==> src/rtl/mult_pkg.sv <==
// Shared types and helpers for the iterative multiplier (and the divider).
package mult_pkg;

  typedef enum logic [1:0] {IDLE, RUN, DONE} state_t;

  localparam int unsigned MULT_W = 32;
  localparam int unsigned CNT_W  = $clog2(MULT_W);
  localparam int unsigned ABS_W  = 64;

  // Two's-complement magnitude; callers zero-extend and truncate back to their width.
  function automatic logic [ABS_W-1:0] abs_w(input logic [ABS_W-1:0] v, input logic neg);
    return neg ? -v : v;
  endfunction

endpackage

==> src/rtl/mult_seq_dp.sv <==
// Datapath of mult_seq: operand magnitudes, shift-add accumulator and final sign fix.
// MULT_SEQ_EARLY_TERM_EN: exposes an "all remaining multiplier bits are zero" flag.
module mult_seq_dp
  import mult_pkg::*;
#(
  parameter int unsigned WIDTH = MULT_W,
  parameter int unsigned CW    = CNT_W
) (
  input  logic               clk,
  input  logic               reset,
  input  logic               load,
  input  logic               step,
  input  logic               finish,
  input  logic               is_signed,
  input  logic [WIDTH-1:0]   a,
  input  logic [WIDTH-1:0]   b,
  input  logic [CW-1:0]      cnt,
  output logic               early_c,
  output logic [2*WIDTH-1:0] z
);

  localparam int unsigned PW = 2 * WIDTH;

  logic [WIDTH-1:0] mcand;
  logic [WIDTH-1:0] mplier;
  logic             neg;
  logic [PW-1:0]    acc;

`ifdef MULT_SEQ_EARLY_TERM_EN
  assign early_c = (mplier == '0);
`else
  assign early_c = 1'b0;
`endif

  // Magnitudes are latched so -2^(W-1) becomes 2^(W-1), still representable unsigned.
  always_ff @(posedge clk) begin
    if (reset) begin
      mcand  <= '0;
      mplier <= '0;
      neg    <= 1'b0;
      acc    <= '0;
      z      <= '0;
    end else if (load) begin
      mcand  <= WIDTH'(abs_w(ABS_W'(a), is_signed & a[WIDTH-1]));
      mplier <= WIDTH'(abs_w(ABS_W'(b), is_signed & b[WIDTH-1]));
      neg    <= is_signed & (a[WIDTH-1] ^ b[WIDTH-1]);
      acc    <= '0;
    end else if (step) begin
      if (mplier[0]) begin
        acc <= acc + (PW'(mcand) << cnt);
      end
      mplier <= mplier >> 1;
    end else if (finish) begin
      z <= neg ? -acc : acc;
    end
  end

endmodule

==> src/rtl/mult_seq.sv <==
// Iterative shift-add multiplier with start/busy/done handshake and signed/unsigned mode.
// MULT_SEQ_EARLY_TERM_EN: finish as soon as the remaining multiplier bits are all zero.
module mult_seq
  import mult_pkg::*;
#(
  parameter int unsigned WIDTH = MULT_W
) (
  input  logic               clk,
  input  logic               reset,
  input  logic               start,
  input  logic               is_signed,
  input  logic [WIDTH-1:0]   a,
  input  logic [WIDTH-1:0]   b,
  output logic               busy,
  output logic               done,
  output logic [2*WIDTH-1:0] z
);

  localparam int unsigned CW = (WIDTH == MULT_W) ? CNT_W : $clog2(WIDTH);

  state_t        state;
  logic [CW-1:0] cnt;
  logic          fin;
  logic          accept_c;
  logic          finish_c;
  logic          step_c;
  logic          early_c;

  // The first RUN cycle always steps, so b=0 still takes two edges under early termination.
  assign accept_c = start && (state != RUN);
  assign finish_c = (state == RUN) && (fin || (early_c && (cnt != '0)));
  assign step_c   = (state == RUN) && !finish_c;

  always_ff @(posedge clk) begin
    if (reset) begin
      state <= IDLE;
      cnt   <= '0;
      fin   <= 1'b0;
      busy  <= 1'b0;
      done  <= 1'b0;
    end else begin
      done <= 1'b0;
      case (state)
        IDLE, DONE: begin
          if (start) begin
            state <= RUN;
            cnt   <= '0;
            fin   <= 1'b0;
            busy  <= 1'b1;
          end else begin
            state <= IDLE;
          end
        end
        RUN: begin
          if (finish_c) begin
            state <= DONE;
            busy  <= 1'b0;
            done  <= 1'b1;
          end else begin
            cnt <= cnt + CW'(1);
            fin <= (cnt == CW'(WIDTH - 1));
          end
        end
        default: begin
          state <= IDLE;
          busy  <= 1'b0;
        end
      endcase
    end
  end

  mult_seq_dp #(
    .WIDTH (WIDTH),
    .CW    (CW)
  ) u_dp (
    .clk       (clk),
    .reset     (reset),
    .load      (accept_c),
    .step      (step_c),
    .finish    (finish_c),
    .is_signed (is_signed),
    .a         (a),
    .b         (b),
    .cnt       (cnt),
    .early_c   (early_c),
    .z         (z)
  );

endmodule

==> config.mk <==
export PLATFORM = sky130hd
export DESIGN_NAME = mult_seq
export DESIGN_NICKNAME = d
export VERILOG_FILES = /design/src/rtl/mult_pkg.sv /design/src/rtl/mult_seq_dp.sv /design/src/rtl/mult_seq.sv
export SDC_FILE = /design/constraint.sdc
export NUM_CORES = 1
export LEC_CHECK = 0
export ABC_AREA = 1
export BUFFER_PORTS_ARGS = -buffer_cell sky130_fd_sc_hd__buf_4
export CAP_MARGIN = 10
export CORE_MARGIN = 1.5
export CORE_UTILIZATION = 35
export CTS_BUF_LIST = sky130_fd_sc_hd__clkbuf_16
export DETAILED_ROUTE_END_ITERATION = 8
export GPL_ROUTABILITY_DRIVEN = 0
export PLACE_DENSITY = 0.58
export SETUP_SLACK_MARGIN = 0.02
export SYNTH_ARGS = -nofsm -noshare
export SYNTH_HDL_FRONTEND = slang
export SYNTH_SLANG_ARGS = --single-unit
==> constraint.sdc <==
create_clock -name clk -period 8.35 [get_ports clk]
set_clock_uncertainty 0.15 [all_clocks]
set_input_delay 0.835 -clock clk [delete_from_list [all_inputs] [get_ports clk]]
set_output_delay 0.835 -clock clk [all_outputs]
set_load 0.02 [all_outputs]
==> results.yml <==
die:
  die_x_um: 237
  start_util_pct: 35.5
  die_area_um2: 56200
  dieHeight_um: 237
  io_pins: 134
  row_count: 85
  coreArea_um2: 54000
grt:
  grt_antenna_before_repair: 1
  grt_usage_pct: 23.6
  grt_start_max_net_pins: 108
  grt_pass1_vias: 19102
  overflow: 0
  grt_pass1_wl_mm: 105
clock_tree:
  clock_latency_ns: 0.57
  cts_hold_buf: 0
  cts_setup_buffers: 0
  numCtsBuffers: 26
  cts.repair.resized: 0
  clock-sinks: 203
  cts_htree_levels: 1
  clk_pin_slew_ns: 0.07
  clock_path_buffers: 3
  root_buffer: "clkbuf_16"
  cts_tree: "yes"
setup_path:
  worst_ep_required_time_ns: 8.72
  critPathCaptureType: "register"
  critPathLaunchType: "register"
  path_class: "reg2reg"
  worst_ep_arrival_time_ns: 4.95
  cp_max_fo: 53
routing:
  wirelength_met1_mm: 32.7
  route.top_layer_used: "met4"
  drc: 0
  dr_wl_met2_mm: 27.3
  num_vias: 20880
  drtIter0Drc: 1784
  drt-total-wl_mm: 67.1
  routedWlPerCell_um: 15.7
  firstDrtPassIters: 8
  wl_met3_mm: 4.59
  via_per_inst: 4.88
  antenna_left: 0
sta:
  drv_slew: 0
  finalCritPeriodShare_pct: 54.9
  setup_viol: 0
  fin_tns_setup_ns: 0
  final.min_clock_period_ns: 4.58
  rsz0062_at_grt: "no"
  hold_violations: 0
  tightest_slew_ns: 1.07
  relSlewSlack_pct: 28.8
  max_freq_mhz: 218
finish:
  nets: 3696
  drive_gt1_share_pct: 6.73
  area_growth_pct: 12.1
  design_area_um2: 21500
  instances_no_fill: 4276
synth:
  ys.flop_type: "dfxtp_1"
  yosys.area_share.simple_pct: 39.5
  synth.cell_area_um2: 19200
  post_synth_xor_area_fraction_pct: 3.97
  synth_top_family_by_area: "simple AND/OR/NAND/NOR gates"
  synth_nets: 3640
  synth_edf_count: 0
  yosysUniqueCellTypes: 51
  muxShareOfSynthArea_pct: 0.835
  syn-instance-count: 3503
  synth_compound_area_share_pct: 15.4
  yosysWarnings: 0
  synthAdderAreaFrac_pct: 4.54
  synth-seq-cells: 203
  avgSynthCellArea_um2: 5.48
  synth-seq-area-share_pct: 21.2
  async_flop_share_pct: 0
power:
  p_leak_nw: 11.6
  powerDensity_nw_per_um2: 134
  max-vdd-ir-drop_mv: 0.134
outcome:
  status: "finished, final reports clean"
place:
  portBuffers: 133
  dp_hpwl_mm: 54.4
  post_dp_cell_area_um2: 20700
  place_inst: 4227
hold_path:
  min_path_type: "reg2reg"
job:
  cap_violations: 0
per-stage QoR:
step	hold WS (ns)	utilization (%)	setup slack, ns	power (mW)
floorplan	0.291	-	5.34	1.53
global route	0.326	39.8	3.32	3.03
CTS	0.314	39.8	3.89	2.90
detailed placement	0.304	38.2	3.90	1.76
finish	0.310	39.8	3.77	2.88
global placement	0.304	38.2	3.92	1.76
layer usage:
metal  vias to the layer above  global-route usage [%]
met4                         0                    8.24
li1                      11056                       -
met5                         -                       0
met3                       122                    3.15
met1                      9096                    33.9
met2                       606                    36.0
cells by family (layout without fill, tap and decap cells):
family,Yosys count,in the layout
simple gates,1856,1856
buf+inv,731,807
compound gates,541,541
flops,203,203
xor+xnor,87,87
fa+ha+maj,69,69
mux,16,16
other cells,0,1
cell usage after synthesis, types with 2 or more instances:
master | count | area [um2]
o2111ai_1 | 3 | 26.3
nand3b_1 | 3 | 22.5
xnor2_1 | 8 | 70.1
o21a_1 | 28 | 210
buf_2 | 34 | 170
clkbuf_1 | 60 | 225
nor4_1 | 5 | 31.3
o21ai_4 | 2 | 32.5
xor2_1 | 79 | 692
clkinv_1 | 4 | 15.0
o22ai_1 | 16 | 100
inv_2 | 8 | 30.0
a21oi_1 | 183 | 916
buf_1 | 19 | 71.3
o21ai_0 | 244 | 1220
nand4_1 | 39 | 244
a31oi_1 | 12 | 75.1
o211ai_1 | 11 | 82.6
inv_1 | 602 | 2260
nand2_1 | 1178 | 4420
nor2_2 | 12 | 75.1
o21ai_2 | 2 | 17.5
dfxtp_1 | 203 | 4060
nand3_1 | 194 | 971
nor3_2 | 4 | 40.0
o21bai_1 | 11 | 82.6
ha_1 | 68 | 851
or2_2 | 7 | 43.8
mux2i_1 | 16 | 160
nor2_1 | 348 | 1310
nor2_4 | 3 | 33.8
o21ai_1 | 15 | 75.1
or2_0 | 3 | 18.8
nand3_2 | 6 | 60.1
and2_1 | 6 | 37.5
nor3_1 | 39 | 195
buf_4 | 3 | 22.5
o221ai_1 | 6 | 52.6
nand2_2 | 4 | 25.0
a21o_1 | 4 | 30.0
layout make-up:
cell class                      count  area, um2
Fill cell                        6218      32500
Antenna cell                        1       2.50
Multi-Input combinational cell   2569      12300
Tap cell                          696        871
Sequential cell                   203       4070
Clock buffer                       26        651
Clock inverter                     22        193
Timing Repair Buffer              144       1080
Inverter                          615       2310
layout by cell type, fill, tap and decap left out, types with 6 or more instances in the layout:
cell type / count
nand2_1: 1177
inv_1: 605
nor2_1: 346
o21ai_0: 244
dfxtp_1: 202
nand3_1: 194
a21oi_1: 183
buf_4: 144
xor2_1: 79
ha_1: 68
nor3_1: 39
nand4_1: 39
o21a_1: 28
clkbuf_16: 26
mux2i_1: 16
o22ai_1: 16
o21ai_1: 15
nor2_2: 13
a31oi_1: 12
o211ai_1: 11
o21bai_1: 11
inv_2: 9
xnor2_1: 8
clkinv_1: 7
or2_2: 7
and2_1: 6
nand3_2: 6
o221ai_1: 6
path summary, 6_finish.rpt:
path                   from              to  slack [ns]  cells after the start
max                  cnt[3]    u_dp.acc[19]        3.77                     15
min          u_dp.mplier[2]  u_dp.mplier[2]        0.31                      2
max reg2reg          cnt[3]    u_dp.acc[19]        3.77                     15
min reg2reg  u_dp.mplier[2]  u_dp.mplier[2]        0.31                      2
worst max-delay path, stage by stage, from the launching register on:
cell	delay [ns]
dfxtp_1	0.31
buf_4	0.40
clkinv_1	0.75
o21ai_0	0.66
o21ai_0	0.21
ha_1	0.43
nand2_1	0.15
nor2_1	0.26
nand2_1	0.14
inv_1	0.10
nand4_1	0.11
nand3b_1	0.26
nor2_1	0.06
o21ai_0	0.36
nand2_1	0.09
inv_1	0.06
where the power goes:
part | switching (mW) | total (mW) | internal, mW
sequential | 0.0324 | 1.04 | 1.01
combinational | 0.495 | 0.714 | 0.219
clock | 0.492 | 1.13 | 0.636
total | 1.02 | 2.88 | 1.86
registers in the layout, indices dropped and copies added (netlist names):
| name | count |
|---|---|
| u_dp.z | 64 |
| cnt | 5 |
| busy | 1 |
| state | 2 |
| u_dp.acc | 64 |
| fin | 1 |
| done | 1 |
| u_dp.mcand | 32 |
| u_dp.neg | 1 |
| u_dp.mplier | 32 |
Note: power is estimated with default switching activity, not from simulation.
